### src/rtl/multi_ch_capture_if.sv
// Bundle of the capture block's data, config, RAM and readout signals.
// The slave modport is the capture block; the master modport is whatever
// drives it (ADC front end, command logic, channel RAM, UART response path).
interface multi_ch_capture_if #(
    parameter int NUM_CH = 3,
    parameter int DATA_W = 8,
    parameter int DEPTH  = 512
);
    localparam int CH_W   = (NUM_CH > 1) ? $clog2(NUM_CH) : 1;
    localparam int ADDR_W = $clog2(DEPTH);

    logic                     smpl_en;
    logic [NUM_CH*DATA_W-1:0] smpl_data;
    logic [NUM_CH-1:0]        trig_in;
    logic [CH_W-1:0]          cfg_trig_src;
    logic                     cfg_trig_edge;
    logic [ADDR_W-1:0]        cfg_trig_pos;
    logic [3:0]               cfg_decimator;
    logic                     arm;
    logic                     dump;
    logic [CH_W-1:0]          dump_ch;
    logic                     clr_cap_done;
    logic                     ram_en;
    logic                     ram_we;
    logic [ADDR_W-1:0]        ram_addr;
    logic [NUM_CH*DATA_W-1:0] ram_wdata;
    logic [NUM_CH*DATA_W-1:0] ram_rdata;
    logic [DATA_W-1:0]        dout;
    logic                     dout_vld;
    logic                     dout_rdy;
    logic                     busy;
    logic                     cap_done;
    logic                     dump_fin;
    logic                     auto_trig;

    modport slave (
        input  smpl_en, smpl_data, trig_in, cfg_trig_src, cfg_trig_edge,
               cfg_trig_pos, cfg_decimator, arm, dump, dump_ch, clr_cap_done,
               ram_rdata, dout_rdy,
        output ram_en, ram_we, ram_addr, ram_wdata, dout, dout_vld,
               busy, cap_done, dump_fin, auto_trig
    );

    modport master (
        output smpl_en, smpl_data, trig_in, cfg_trig_src, cfg_trig_edge,
               cfg_trig_pos, cfg_decimator, arm, dump, dump_ch, clr_cap_done,
               ram_rdata, dout_rdy,
        input  ram_en, ram_we, ram_addr, ram_wdata, dout, dout_vld,
               busy, cap_done, dump_fin, auto_trig
    );
endinterface

### src/rtl/multi_ch_capture.sv
// Multi-channel scope capture into an external circular RAM, with
// decimation, edge trigger and post-trigger depth, plus in-order readout of
// one channel over a valid/ready port.
// Optional macro AUTO_TRIG_EN: forces a trigger after AUTO_TIMEOUT kept
// samples in ARMED and reports it on auto_trig.
//
// state | meaning
// IDLE  | nothing captured since reset
// PRE   | filling pre-trigger history, edges ignored
// ARMED | writing, waiting for the trigger sample
// POST  | writing the post-trigger samples
// DONE  | capture complete, buffer stable
// DUMP  | streaming one channel from the oldest sample
module multi_ch_capture #(
    parameter int NUM_CH       = 3,
    parameter int DATA_W       = 8,
    parameter int DEPTH        = 512,
    parameter int MAX_DEC      = 15,
    parameter int AUTO_TIMEOUT = 4096
) (
    input logic               clk,
    input logic               rst,
    multi_ch_capture_if.slave bus
);
    localparam int CH_W   = (NUM_CH > 1) ? $clog2(NUM_CH) : 1;
    localparam int ADDR_W = $clog2(DEPTH);
    localparam int DCNT_W = (MAX_DEC > 0) ? MAX_DEC : 1;
    localparam int TO_W   = $clog2(AUTO_TIMEOUT + 1);

    typedef enum logic [2:0] {S_IDLE, S_PRE, S_ARMED, S_POST, S_DONE, S_DUMP} state_t;

    state_t              state_q, state_d;
    logic [NUM_CH-1:0]   trig_s1_q, trig_s1_d, trig_s2_q, trig_s2_d;
    logic                trig_prev_q, trig_prev_d, trig_seen_q, trig_seen_d;
    logic [CH_W-1:0]     src_q, src_d, dump_ch_q, dump_ch_d;
    logic                rise_q, rise_d;
    logic [ADDR_W-1:0]   pos_q, pos_d;
    logic [3:0]          dec_q, dec_d;
    logic [DCNT_W-1:0]   dec_cnt_q, dec_cnt_d;
    logic [ADDR_W-1:0]   wr_ptr_q, wr_ptr_d, pre_cnt_q, pre_cnt_d, post_cnt_q, post_cnt_d;
    logic [ADDR_W-1:0]   start_addr_q, start_addr_d, rd_ptr_q, rd_ptr_d, rd_cnt_q, rd_cnt_d;
    logic                need_rd_q, need_rd_d, rd_pend_q, rd_pend_d;
    logic [DATA_W-1:0]   dout_q, dout_d;
    logic                dout_vld_q, dout_vld_d, busy_q, busy_d;
    logic                cap_done_q, cap_done_d, dump_fin_q, dump_fin_d;
`ifdef AUTO_TRIG_EN
    logic [TO_W-1:0]     arm_cnt_q, arm_cnt_d;
    logic                auto_trig_q, auto_trig_d;
`endif

    logic                trig_lvl, edge_det, trig_hit, force_trig;
    logic                capturing, arm_take, kept, hs, last, rd_issue, done_entry;
    logic [DCNT_W-1:0]   dec_mask;
    logic [ADDR_W-1:0]   pre_nxt, post_nxt;
    logic [3:0]          dec_eff;
    int                  rd_idx;

    // Next-state logic for the capture FSM, pointers, counters and readout.
    always_comb begin
        state_d      = state_q;
        trig_s1_d    = bus.trig_in;
        trig_s2_d    = trig_s1_q;
        trig_prev_d  = trig_s2_q[src_q];
        trig_seen_d  = trig_seen_q;
        src_d        = src_q;
        rise_d       = rise_q;
        pos_d        = pos_q;
        dec_d        = dec_q;
        dec_cnt_d    = dec_cnt_q;
        wr_ptr_d     = wr_ptr_q;
        pre_cnt_d    = pre_cnt_q;
        post_cnt_d   = post_cnt_q;
        start_addr_d = start_addr_q;
        rd_ptr_d     = rd_ptr_q;
        rd_cnt_d     = rd_cnt_q;
        dump_ch_d    = dump_ch_q;
        need_rd_d    = need_rd_q;
        rd_pend_d    = 1'b0;
        dout_d       = dout_q;
        dout_vld_d   = dout_vld_q;
        cap_done_d   = cap_done_q;
        dump_fin_d   = 1'b0;
        done_entry   = 1'b0;
        force_trig   = 1'b0;
`ifdef AUTO_TRIG_EN
        arm_cnt_d    = arm_cnt_q;
        auto_trig_d  = auto_trig_q;
`endif

        trig_lvl  = trig_s2_q[src_q];
        edge_det  = rise_q ? (trig_lvl & ~trig_prev_q) : (~trig_lvl & trig_prev_q);
        trig_hit  = trig_seen_q | edge_det;
        capturing = (state_q == S_PRE) || (state_q == S_ARMED) || (state_q == S_POST);
        arm_take  = bus.arm && (state_q != S_DUMP);
        kept      = capturing && bus.smpl_en && (dec_cnt_q == '0) && !arm_take;
        hs        = (state_q == S_DUMP) && dout_vld_q && bus.dout_rdy;
        last      = (rd_cnt_q == ADDR_W'(DEPTH - 1));
        rd_issue  = (state_q == S_DUMP) && (need_rd_q || (hs && !last));
        dec_mask  = ~({DCNT_W{1'b1}} << dec_q);
        pre_nxt   = pre_cnt_q + 1'b1;
        post_nxt  = post_cnt_q + 1'b1;
        rd_idx    = int'(dump_ch_q);
        dec_eff   = (int'(bus.cfg_decimator) > MAX_DEC) ? 4'(MAX_DEC) : bus.cfg_decimator;

        if (capturing && bus.smpl_en)
            dec_cnt_d = (dec_cnt_q == dec_mask) ? '0 : dec_cnt_q + 1'b1;
        if (kept)
            wr_ptr_d = wr_ptr_q + 1'b1;
        if (state_q == S_ARMED && edge_det)
            trig_seen_d = 1'b1;
        if (kept)
            trig_seen_d = 1'b0;

        case (state_q)
            S_PRE: if (kept) begin
                pre_cnt_d = pre_nxt;
                if (pre_nxt == ADDR_W'(DEPTH - 1) - pos_q)
                    state_d = S_ARMED;
            end
            S_ARMED: if (kept) begin
`ifdef AUTO_TRIG_EN
                arm_cnt_d = arm_cnt_q + 1'b1;
                if (!trig_hit && (arm_cnt_q + 1'b1 == TO_W'(AUTO_TIMEOUT))) begin
                    force_trig  = 1'b1;
                    auto_trig_d = 1'b1;
                end
`endif
                if (trig_hit || force_trig) begin
                    post_cnt_d = '0;
                    if (pos_q == '0) begin
                        state_d    = S_DONE;
                        done_entry = 1'b1;
                    end else begin
                        state_d = S_POST;
                    end
                end
            end
            S_POST: if (kept) begin
                post_cnt_d = post_nxt;
                if (post_nxt == pos_q) begin
                    state_d    = S_DONE;
                    done_entry = 1'b1;
                end
            end
            S_DONE: if (bus.dump) begin
                state_d   = S_DUMP;
                rd_ptr_d  = start_addr_q;
                rd_cnt_d  = '0;
                need_rd_d = 1'b1;
                dump_ch_d = bus.dump_ch;
            end
            S_DUMP: begin
                if (rd_issue) begin
                    rd_ptr_d  = rd_ptr_q + 1'b1;
                    need_rd_d = 1'b0;
                    rd_pend_d = 1'b1;
                end
                if (rd_pend_q) begin
                    dout_d     = (rd_idx < NUM_CH) ? bus.ram_rdata[rd_idx*DATA_W +: DATA_W] : '0;
                    dout_vld_d = 1'b1;
                end
                if (hs) begin
                    dout_vld_d = 1'b0;
                    rd_cnt_d   = rd_cnt_q + 1'b1;
                    if (last) begin
                        dump_fin_d = 1'b1;
                        state_d    = S_DONE;
                    end
                end
            end
            default: ;
        endcase

        // The write pointer after the final write points at the oldest sample.
        if (done_entry)
            start_addr_d = wr_ptr_d;

        if (bus.clr_cap_done || arm_take)
            cap_done_d = 1'b0;
        if (done_entry)
            cap_done_d = 1'b1;

        if (arm_take) begin
            state_d     = (bus.cfg_trig_pos == ADDR_W'(DEPTH - 1)) ? S_ARMED : S_PRE;
            wr_ptr_d    = '0;
            pre_cnt_d   = '0;
            post_cnt_d  = '0;
            dec_cnt_d   = '0;
            trig_seen_d = 1'b0;
            src_d       = bus.cfg_trig_src;
            rise_d      = bus.cfg_trig_edge;
            pos_d       = bus.cfg_trig_pos;
            dec_d       = dec_eff;
`ifdef AUTO_TRIG_EN
            arm_cnt_d   = '0;
            auto_trig_d = 1'b0;
`endif
        end

        busy_d = (state_d != S_IDLE) && (state_d != S_DONE);
    end

    // State and output registers.
    always_ff @(posedge clk or posedge rst) begin
        if (rst) begin
            state_q      <= S_IDLE;
            trig_s1_q    <= '0;
            trig_s2_q    <= '0;
            trig_prev_q  <= 1'b0;
            trig_seen_q  <= 1'b0;
            src_q        <= '0;
            rise_q       <= 1'b0;
            pos_q        <= '0;
            dec_q        <= '0;
            dec_cnt_q    <= '0;
            wr_ptr_q     <= '0;
            pre_cnt_q    <= '0;
            post_cnt_q   <= '0;
            start_addr_q <= '0;
            rd_ptr_q     <= '0;
            rd_cnt_q     <= '0;
            dump_ch_q    <= '0;
            need_rd_q    <= 1'b0;
            rd_pend_q    <= 1'b0;
            dout_q       <= '0;
            dout_vld_q   <= 1'b0;
            busy_q       <= 1'b0;
            cap_done_q   <= 1'b0;
            dump_fin_q   <= 1'b0;
`ifdef AUTO_TRIG_EN
            arm_cnt_q    <= '0;
            auto_trig_q  <= 1'b0;
`endif
        end else begin
            state_q      <= state_d;
            trig_s1_q    <= trig_s1_d;
            trig_s2_q    <= trig_s2_d;
            trig_prev_q  <= trig_prev_d;
            trig_seen_q  <= trig_seen_d;
            src_q        <= src_d;
            rise_q       <= rise_d;
            pos_q        <= pos_d;
            dec_q        <= dec_d;
            dec_cnt_q    <= dec_cnt_d;
            wr_ptr_q     <= wr_ptr_d;
            pre_cnt_q    <= pre_cnt_d;
            post_cnt_q   <= post_cnt_d;
            start_addr_q <= start_addr_d;
            rd_ptr_q     <= rd_ptr_d;
            rd_cnt_q     <= rd_cnt_d;
            dump_ch_q    <= dump_ch_d;
            need_rd_q    <= need_rd_d;
            rd_pend_q    <= rd_pend_d;
            dout_q       <= dout_d;
            dout_vld_q   <= dout_vld_d;
            busy_q       <= busy_d;
            cap_done_q   <= cap_done_d;
            dump_fin_q   <= dump_fin_d;
`ifdef AUTO_TRIG_EN
            arm_cnt_q    <= arm_cnt_d;
            auto_trig_q  <= auto_trig_d;
`endif
        end
    end

    // RAM strobes are combinational so a kept sample is written in its own cycle.
    assign bus.ram_en    = kept | rd_issue;
    assign bus.ram_we    = kept;
    assign bus.ram_addr  = kept ? wr_ptr_q : rd_ptr_q;
    assign bus.ram_wdata = bus.smpl_data;
    assign bus.dout      = dout_q;
    assign bus.dout_vld  = dout_vld_q;
    assign bus.busy      = busy_q;
    assign bus.cap_done  = cap_done_q;
    assign bus.dump_fin  = dump_fin_q;
`ifdef AUTO_TRIG_EN
    assign bus.auto_trig = auto_trig_q;
`else
    assign bus.auto_trig = 1'b0;
`endif
endmodule

### src/flat_wrapper.sv
// flat-port wrapper written by rule: the top's interface ports become plain ports
module multi_ch_capture_flat 
#(
    parameter int NUM_CH       = 3,
    parameter int DATA_W       = 8,
    parameter int DEPTH        = 512,
    parameter int MAX_DEC      = 15,
    parameter int AUTO_TIMEOUT = 4096
)
  (clk, rst, bus_smpl_en, bus_smpl_data, bus_trig_in, bus_cfg_trig_src, bus_cfg_trig_edge, bus_cfg_trig_pos, bus_cfg_decimator, bus_arm, bus_dump, bus_dump_ch, bus_clr_cap_done, bus_ram_rdata, bus_dout_rdy, bus_ram_en, bus_ram_we, bus_ram_addr, bus_ram_wdata, bus_dout, bus_dout_vld, bus_busy, bus_cap_done, bus_dump_fin, bus_auto_trig);
  multi_ch_capture_if #(.NUM_CH(NUM_CH), .DATA_W(DATA_W), .DEPTH(DEPTH)) bus_i ();
  input logic clk;
  input logic rst;
  input wire logic [$bits(bus_i.smpl_en)-1:0] bus_smpl_en;
  input wire logic [$bits(bus_i.smpl_data)-1:0] bus_smpl_data;
  input wire logic [$bits(bus_i.trig_in)-1:0] bus_trig_in;
  input wire logic [$bits(bus_i.cfg_trig_src)-1:0] bus_cfg_trig_src;
  input wire logic [$bits(bus_i.cfg_trig_edge)-1:0] bus_cfg_trig_edge;
  input wire logic [$bits(bus_i.cfg_trig_pos)-1:0] bus_cfg_trig_pos;
  input wire logic [$bits(bus_i.cfg_decimator)-1:0] bus_cfg_decimator;
  input wire logic [$bits(bus_i.arm)-1:0] bus_arm;
  input wire logic [$bits(bus_i.dump)-1:0] bus_dump;
  input wire logic [$bits(bus_i.dump_ch)-1:0] bus_dump_ch;
  input wire logic [$bits(bus_i.clr_cap_done)-1:0] bus_clr_cap_done;
  input wire logic [$bits(bus_i.ram_rdata)-1:0] bus_ram_rdata;
  input wire logic [$bits(bus_i.dout_rdy)-1:0] bus_dout_rdy;
  output wire logic [$bits(bus_i.ram_en)-1:0] bus_ram_en;
  output wire logic [$bits(bus_i.ram_we)-1:0] bus_ram_we;
  output wire logic [$bits(bus_i.ram_addr)-1:0] bus_ram_addr;
  output wire logic [$bits(bus_i.ram_wdata)-1:0] bus_ram_wdata;
  output wire logic [$bits(bus_i.dout)-1:0] bus_dout;
  output wire logic [$bits(bus_i.dout_vld)-1:0] bus_dout_vld;
  output wire logic [$bits(bus_i.busy)-1:0] bus_busy;
  output wire logic [$bits(bus_i.cap_done)-1:0] bus_cap_done;
  output wire logic [$bits(bus_i.dump_fin)-1:0] bus_dump_fin;
  output wire logic [$bits(bus_i.auto_trig)-1:0] bus_auto_trig;
  assign bus_i.smpl_en = bus_smpl_en;
  assign bus_i.smpl_data = bus_smpl_data;
  assign bus_i.trig_in = bus_trig_in;
  assign bus_i.cfg_trig_src = bus_cfg_trig_src;
  assign bus_i.cfg_trig_edge = bus_cfg_trig_edge;
  assign bus_i.cfg_trig_pos = bus_cfg_trig_pos;
  assign bus_i.cfg_decimator = bus_cfg_decimator;
  assign bus_i.arm = bus_arm;
  assign bus_i.dump = bus_dump;
  assign bus_i.dump_ch = bus_dump_ch;
  assign bus_i.clr_cap_done = bus_clr_cap_done;
  assign bus_i.ram_rdata = bus_ram_rdata;
  assign bus_i.dout_rdy = bus_dout_rdy;
  assign bus_ram_en = bus_i.ram_en;
  assign bus_ram_we = bus_i.ram_we;
  assign bus_ram_addr = bus_i.ram_addr;
  assign bus_ram_wdata = bus_i.ram_wdata;
  assign bus_dout = bus_i.dout;
  assign bus_dout_vld = bus_i.dout_vld;
  assign bus_busy = bus_i.busy;
  assign bus_cap_done = bus_i.cap_done;
  assign bus_dump_fin = bus_i.dump_fin;
  assign bus_auto_trig = bus_i.auto_trig;
  multi_ch_capture #(.NUM_CH(NUM_CH), .DATA_W(DATA_W), .DEPTH(DEPTH), .MAX_DEC(MAX_DEC), .AUTO_TIMEOUT(AUTO_TIMEOUT)) u_core (.clk(clk), .rst(rst), .bus(bus_i));
endmodule
### config.mk
export PLATFORM = sky130hd
export DESIGN_NAME = multi_ch_capture_flat
export DESIGN_NICKNAME = d
export VERILOG_FILES = /design/src/rtl/multi_ch_capture_if.sv /design/src/rtl/multi_ch_capture.sv /design/src/flat_wrapper.sv
export SDC_FILE = /design/constraint.sdc
export NUM_CORES = 1
export LEC_CHECK = 0
export ABC_AREA = 0
export BUFFER_PORTS_ARGS = -buffer_cell sky130_fd_sc_hd__buf_2
export CAP_MARGIN = 20
export CELL_PAD_IN_SITES_DETAIL_PLACEMENT = 1
export CELL_PAD_IN_SITES_GLOBAL_PLACEMENT = 2
export CORE_ASPECT_RATIO = 0.9
export CORE_MARGIN = 2
export CORE_UTILIZATION = 30
export DETAILED_ROUTE_END_ITERATION = 7
export GPL_TIMING_DRIVEN = 0
export PLACE_DENSITY_LB_ADDON = 0.05
export SLEW_MARGIN = 40
export SYNTH_ARGS = -nofsm -noshare
export SYNTH_HDL_FRONTEND = slang
export SYNTH_SLANG_ARGS = --single-unit
### constraint.sdc
create_clock -name clk -period 3.4 [get_ports clk]
set_input_delay 0.68 -clock clk [delete_from_list [all_inputs] [get_ports clk]]
set_output_delay 0.68 -clock clk [all_outputs]
set_load 0.01 [all_outputs]
Yosys cells after proc, flatten, opt, wreduce, memory -nomap -nowiden
Index checks and enable logic that the tools add are counted.
Widths: inputs -> output; s select.
- input port bits: 76
- bits in latches: 0
- memory bits (read-only): 0
- bits in writable memories: 0
- logic and storage cells: 152
- register bits: 112
- output and inout bits: 48
- memories: 0
- mux-type cells: 58
- multiply operators: 0
- divide/modulo/power cells: 0
- order comparisons: 2
- $add $sub $neg: 7
- shift-type cells: 2
- bitwise gates (word level): 7
- equal/unequal tests: 18
- reductions and logical operators: 34
- operators by type and width (kind ; count):
    $mux 9 ; 14
    $pmux 9 s2 ; 3
    $add 9x1->9 const B ; 5
    $mux 15 ; 3
    $mux 3 ; 11
    $shiftx 24x6->8 ; 1
    $mux 1 ; 21
    $eq 9x9->1 ; 2
    $eq 9x9->1 const B ; 2
    $add 15x1->15 const B ; 1
    $eq 15x15->1 ; 1
    $logic_not 15->1 ; 1
    $not 15->15 ; 1
    $pmux 3 s5 ; 1
    $shl 15x4->15 const A ; 1
    $reduce_bool 2->1 ; 6
    $logic_and 1x1->1 ; 10
    $logic_not 9->1 ; 1
    $ne 3x1->1 const B ; 3
    $reduce_bool 3->1 ; 3
    $sub 9x9->9 const A ; 1
    $mux 8 ; 1
    $reduce_and 2->1 ; 4
    $eq 3x2->1 const B ; 2
    other kinds (17) ; 29

Depth between registers and ports, before layout
Gate-level depths: netlist of run 1.
- depth after elaboration: 12
- mapped depth: 12

Least setup slack after synthesis of run 1
No wires, ideal clock.
- path kind: register to output
- start point: register u_core.dec_cnt_q[1]
- end point: output bus_ram_addr[2]
- setup slack: 0.672 ns
- arrival: 2.048 ns
- stages on the path, launching flop included: 9
- path through: dfrtp_1 > inv_1 > ha_1 > nor4b_2 > nand2_1 > or4_1 > buf_4 > clkbuf_1 > mux2_2
- word-level cells in the longest chain between the ends: 4
- RTL lines (element ; line ; text):
    start: declaration ; multi_ch_capture.sv:39 ; logic [DCNT_W-1:0] dec_cnt_q, dec_cnt_d;
    start signal: assignment ; multi_ch_capture.sv:244 ; dec_cnt_q <= dec_cnt_d;
    $logic_not 15->1 ; multi_ch_capture.sv:95 ; kept = capturing && bus.smpl_en && (dec_cnt_q == '0) && !arm_take;
    $logic_and 1x1->1 (2 in series) ; multi_ch_capture.sv:95 ;
    $mux 9 ; multi_ch_capture.sv:269 ; assign bus.ram_addr = kept ? wr_ptr_q : rd_ptr_q;
    end: declaration ; flat_wrapper.sv:29 ; output wire logic [$bits(bus_i.ram_addr)-1:0] bus_ram_addr;
Every way passes these cells.

Worst setup path in the final report of run 1
- start point: register u_core.dec_cnt_q[0]
- end point: output bus_ram_addr[0]
The elaborated chain is that of the path after synthesis.

==> results.yml, run 1 <==
outcome:
  status: "finished, final reports clean"
grt:
  grt_max_degree: 26
  grt_pass1_wl_um: 35000
  grt_pass1_vias: 6662
  antenna_found_initial: 0
  overflow: 0
  grt_usage: 0.183
worst_setup_path:
  crit_path_start_kind: "flip-flop"
  crit_chain: "inv_1 > ha_1 > nor4b_4 > nand2_2 > or4_1 > buf_4 > mux2_2 > buf_2"
  crit_type: "reg -> out"
  cp_max_fo: 19
  crit_slowest_cell: "dfrtp_2"
  crit_path_end_kind: "output pin"
  worst_r2r_path_depth: 9
  critPathArrivalTime_ns: 2.55
  required_ns: 2.72
  critPathMaxStageDelay_ns: 0.46
sta:
  max_freq_mhz: 309
  rsz0062_at_grt: "false"
  min_period_ns: 3.23
  setup_viol: 0
  worst_slew_pin_slew_ns: 0.860
  post-route-period-util: 0.951
  fin_ws_ns: 0.165
  skew_ns: 0.00714
  finalMaxSlewViolations: 0
  finalHoldViolCount: 0
  slew-limit-headroom: 0.427
  hold_slack_ns: 0.247
  fin_setup_tns_ns: 0
cells_and_area:
  diodes: 0
  areaGrowthSynthToFinish_pct: 19.9
  final_nets: 1008
  finalInstanceArea_um2: 8180
  layout-drive-gt1-share: 0.195
  fin_cells: 1226
  final_core_util: 0.365
clocking:
  root_buffer: "clkbuf_16"
  postCtsHoldBufs: 0
  path_clk_slew_ns: 0.08
  tritoncts: "built"
  cts_num_sinks: 112
  clock_latency_ns: 0.36
  htreeDepth: 3
  cts_buffers: 9
  clk_path_buf_depth: 2
synthesis:
  ys.flop_type: "dfrtp_1"
  synth_async_sr_flop_share: 1.00
  syn_area_um2: 6820
  avgSynthCellArea_um2: 8.45
  yosys-top-cells-area: "dfrtp_1 (41%), nand2_1 (7.7%), o21ai_0 (4.2%)"
  syn_inst: 808
  synth_fp_nets: 892
  yosys_warnings: 0
  yosysTopAreaCell: "dfrtp_1"
  synth_common_cells: "nand2_1 (140), dfrtp_1 (112), nor2_1 (64), o21ai_0 (57), a21oi_1 (49)"
  synth_edf_count: 0
  synth_top_area_frac: 0.411
  ys_seq_elements: 112
  ys_types: 73
  synth.yosys.seq_area_share: 0.411
  synth.most_common_cell: "nand2_1"
detailed_routing:
  vias: 6303
  final_antenna_net_count: 0
  viasPerCell: 5.14
  wl_um: 21300
  drc: 0
  drtPass1Iterations: 5
  drt_iter0_drc: 263
  wl_per_cell_um: 17.4
placed_design:
  dp_hpwl_um: 16300
  place_area_um2: 7850
  gp_congestion: 0.817
  dp_cells: 1209
  dpl_worst_slack_ns: 0.100
  numPortBuffers: 98
power:
  power_mw: 4.57
  p_clk_frac: 0.250
  intPower_mw: 2.81
  p_sw_frac: 0.385
  power_frac_comb: 0.361
  seq_power_share: 0.389
  power_switching_mw: 1.76
  peakVddDrop_mv: 0.241
  leakage_nw: 3.71
  powerDensity_nw_per_um2: 558
floorplanning:
  die_y_um: 147
  die-area_um2: 24000
  design.core.area_um2: 22400
  row_count: 52
  initial_core_util: 0.305
  die_w_um: 163
  ios: 124
job:
  drv_cap: 0
worst_hold_path:
  hold_path.class: "in -> async"
[cell type report]
cell class                      count  area [um2]
Fill cell                        2731       14200
Multi-Input combinational cell    601        3560
Sequential cell                   112        2810
Timing Repair Buffer              106         656
Buffer                             70         389
Tap cell                          297         372
Clock buffer                       13         260
Inverter                           24        93.8
Clock inverter                      3        48.8
[cell usage in the layout, fill, tap and decap left out, types with 7 or more instances in the layout]
cell type | Yosys | routed
nor3_1 | 17 | 17
o21ai_0 | 57 | 57
and3_1 | 12 | 12
nand4_1 | 11 | 11
inv_1 | 23 | 22
a21oi_1 | 49 | 49
buf_4 | 27 | 29
ha_1 | 8 | 8
nor2_1 | 64 | 64
xor2_1 | 16 | 16
and2_1 | 9 | 9
nor4_1 | 14 | 13
or3_1 | 9 | 9
buf_2 | 8 | 106
mux2i_1 | 21 | 21
xnor2_1 | 22 | 22
o31ai_1 | 9 | 9
nand2_1 | 140 | 139
o211ai_1 | 7 | 7
o221ai_1 | 7 | 7
clkbuf_16 | 0 | 9
clkbuf_1 | 32 | 33
nand3_1 | 35 | 35
dfrtp_1 | 112 | 110
nor2b_1 | 8 | 8
[final timing paths]
path,start,endpoint,slack [ns]
max,u_core.dec_cnt_q[0],bus_ram_addr[0],0.17
min,rst,u_core.dec_cnt_q[6],0.25
max reg2reg,u_core.dec_cnt_q[9],u_core.state_q[1],0.49
min reg2reg,u_core.trig_s1_q[1],u_core.trig_s2_q[1],0.36
max in group asynchronous,rst,u_core.post_cnt_q[0],2.25
min in group clk,u_core.trig_s1_q[1],u_core.trig_s2_q[1],0.36
[sequential cells by signal, indices dropped and copies added, names as in the netlist, 2 cells and up]
| name | cells |
|---|---|
| u_core.rd_ptr_q | 9 |
| u_core.trig_s2_q | 3 |
| u_core.dec_cnt_q | 15 |
| u_core.dec_q | 4 |
| u_core.src_q | 2 |
| u_core.post_cnt_q | 9 |
| u_core.wr_ptr_q | 9 |
| u_core.pos_q | 9 |
| u_core.trig_s1_q | 3 |
| u_core.rd_cnt_q | 9 |
| u_core.dump_ch_q | 2 |
| u_core.bus.dout | 8 |
| u_core.start_addr_q | 9 |
| u_core.state_q | 3 |
| u_core.pre_cnt_q | 9 |
[cells by family after synthesis]
| family | share of synthesized area |
|---|---|
| compound gates | 0.160 |
| xor+xnor | 0.0488 |
| fa+ha+maj | 0.0147 |
| buf+inv | 0.0708 |
| flops | 0.411 |
| mux | 0.0391 |
| other cells | 0.000550 |
| simple gates | 0.255 |
[critical path: cells and delay by family (launching register included)]
family                   cells  cell delay [ns]
buffers and inverters        3             0.50
adder cells (fa/ha/maj)      1             0.16
AND/OR/NAND/NOR              3             0.78
flip-flops                   1             0.46
multiplexers                 1             0.30
[metal layers]
metal | part of all wire | global-route usage
met5 | 0 | 0
met4 | 0.0091 | 0.0367
met3 | 0.032 | 0.0265
met2 | 0.48 | 0.312
met1 | 0.48 | 0.248
[what timing repair did]
| action | 4_1_cts | 5_1_grt |
|---|---|---|
| endpoints found under the setup margin | 8 | 5 |
| pin swaps | 0 | 1 |
| gates resized for setup | 0 | 4 |
| buffers inserted | 0 | 2 |
[power groups by stage]
stage / Sequential, mW / Combinational (mW) / Clock, mW
finish: 1.78 / 1.65 / 1.14
global route: 1.81 / 1.85 / 1.23
CTS: 1.78 / 1.65 / 1.18
detailed placement: 1.80 / 1.65 / 0
global placement: 1.79 / 1.59 / 0
floorplan: 1.76 / 1.06 / 0
(Power assumes the default switching activity.)
==> inputs of run 2 (changes only) <==
--- a/config.mk
+++ b/config.mk
@@ -12,7 +12,7 @@
 export CELL_PAD_IN_SITES_GLOBAL_PLACEMENT = 2
 export CORE_ASPECT_RATIO = 0.9
 export CORE_MARGIN = 2
-export CORE_UTILIZATION = 30
+export CORE_UTILIZATION = 36
 export DETAILED_ROUTE_END_ITERATION = 7
 export GPL_TIMING_DRIVEN = 0
 export PLACE_DENSITY_LB_ADDON = 0.05
==> constraint.sdc (replaced) <==
create_clock -name clk -period 3.76 [get_ports clk]
set_input_delay 0.752 -clock clk [delete_from_list [all_inputs] [get_ports clk]]
set_output_delay 0.752 -clock clk [all_outputs]
set_load 0.01 [all_outputs]
==> results.yml, run 2 (same netlist as run 1, synthesis figures left out) <==
placed_design:
  place_area_um2: 7660
  gp_congestion: 0.867
  dp_hpwl_um: 15500
  dpl_worst_slack_ns: 0.381
  numPortBuffers: 98
  dp_cells: 1152
floorplanning:
  die_y_um: 135
  initial_core_util: 0.370
  die_w_um: 149
  ios: 124
  design.core.area_um2: 18500
  row_count: 47
  die-area_um2: 20100
cells_and_area:
  largest_register: "u_core.dec_cnt_q"
  final_common_cell: "nand2_1"
  finalInstanceArea_um2: 7960
  final_nets: 1001
  largest_register_ff_count: 15
  multiInputGateArea_um2: 3540
  fillCellCount: 2280
  layout-drive-gt1-share: 0.187
  areaGrowthSynthToFinish_pct: 16.7
  diodes: 0
  layout_common_cells: "nand2_1 (140), dfrtp_1 (112), buf_2 (106)"
  regArea_um2: 2800
  fin_cells: 1166
outcome:
  status: "finished, final reports clean"
worst_setup_path:
  reg2reg_slack_ns: 0.91
  critPathArrivalTime_ns: 2.64
  crit_path_start_kind: "flip-flop"
  crit_type: "reg -> out"
  crit_path_end_kind: "output pin"
  crit_slowest_cell: "dfrtp_1"
  r2r-start: "u_core.dec_cnt_q[1]"
  worst_r2r_path_depth: 9
  crit_chain: "inv_1 > ha_1 > nor4b_2 > nand2_1 > or4_1 > buf_4 > mux2_2 > buf_2"
  required_ns: 3.01
  critPathMaxStageDelay_ns: 0.49
  cp_max_fo: 19
  reg2reg_to: "u_core.state_q[1]"
detailed_routing:
  drc: 0
  viasPerCell: 5.37
  wl_per_cell_um: 17.4
  drtPass1Iterations: 4
  drt_iter0_drc: 271
  vias: 6258
  final_antenna_net_count: 0
  wl_um: 20300
power:
  power_mw: 4.05
  powerDensity_nw_per_um2: 509
  leakage_nw: 3.64
  peakVddDrop_mv: 0.220
clocking:
  postCtsHoldBufs: 0
  cts_buffers: 9
  path_clk_slew_ns: 0.07
  clock_latency_ns: 0.36
  cts_setup_buffers: 0
  clk_path_buf_depth: 2
  root_buffer: "clkbuf_16"
  cts_resized: 0
  tritoncts: "built"
  cts_num_sinks: 112
  htreeDepth: 3
sta:
  worst_slew_pin_slew_ns: 0.868
  setup_viol: 0
  min_period_ns: 3.40
  fin_ws_ns: 0.363
  skew_ns: 0.0110
  rsz0062_at_grt: "false"
  finalHoldViolCount: 0
  fin_setup_tns_ns: 0
  finalMaxSlewViolations: 0
  post-route-period-util: 0.903
  slew-limit-headroom: 0.421
  max_freq_mhz: 294
worst_hold_path:
  holdPathStages: 0
  hold_path.class: "reg -> reg"
  holdPathEnd: "u_core.trig_s2_q[0]"
  hold_path_startpoint: "u_core.trig_s1_q[0]"
grt:
  overflow: 0
  grt_usage: 0.210
  grt_pass1_wl_um: 33600
  grt_max_degree: 58
  grt_pass1_vias: 6532
  antenna_found_initial: 0
job:
  drv_cap: 0
## run 2: changes by cell type in the layout (fill, tap and decap cells not counted), sizes merged
cell	delta
buf	-7
clkbuf	-3
clkinv	+1
clkinvlp	-1
inv	+2
## run 2: per-layer routing
layer,global-route usage,routed length (um),vias to the layer above
met1,0.273,9400,3104
li1,-,-,3020
met5,0,0,-
met3,0.0412,840,15
met4,0.0402,147,0
met2,0.366,9890,119
## run 2: worst max-delay path by stage
stage,startpoint,to,slack [ns],depth (start not counted)
2_1_floorplan,rst,u_core.bus.busy,0.05,1
3_3_place_gp,rst,u_core.pos_q[5],-1.51,2
3_5_place_dp,bus_arm,bus_ram_addr[2],0.38,7
4_1_cts,u_core.dec_cnt_q[1],bus_ram_addr[2],0.01,9
5_1_grt,u_core.dec_cnt_q[0],bus_ram_addr[0],0.16,8
6_report,u_core.dec_cnt_q[1],bus_ram_addr[0],0.36,8
## run 2: cell type report
type	count	area share
inverter	24	0.0123
tap	245	0.0385
multi-input combinational	601	0.445
buffer	70	0.0489
timing repair buffer	99	0.0651
sequential	112	0.352
clock buffer	10	0.0300
clock inverter	5	0.00817
## run 2: power breakdown
part | internal (mW) | switching (mW) | leakage, nW | total, mW
registers | 1.40 | 0.204 | 1.39 | 1.60
clock network | 0.541 | 0.470 | 0.148 | 1.01
logic | 0.549 | 0.892 | 2.10 | 1.44
total | 2.49 | 1.57 | 3.64 | 4.05
## run 2: stage by stage
| stage | hold WS (ns) | util |
|---|---|---|
| 6_report | 0.351 | 0.431 |
| 5_1_grt | 0.366 | 0.431 |
| 4_1_cts | 0.354 | 0.431 |
| 3_5_place_dp | 0.336 | 0.415 |
| 3_3_place_gp | 0.335 | 0.413 |
| 2_1_floorplan | 0.331 | - |
## run 2: critical path: cells and delay by family, from the launching register on
family | cells | cell delay [ns]
fa+ha+maj | 1 | 0.14
buf+inv | 3 | 0.50
flops | 1 | 0.49
mux | 1 | 0.31
simple gates | 3 | 0.84
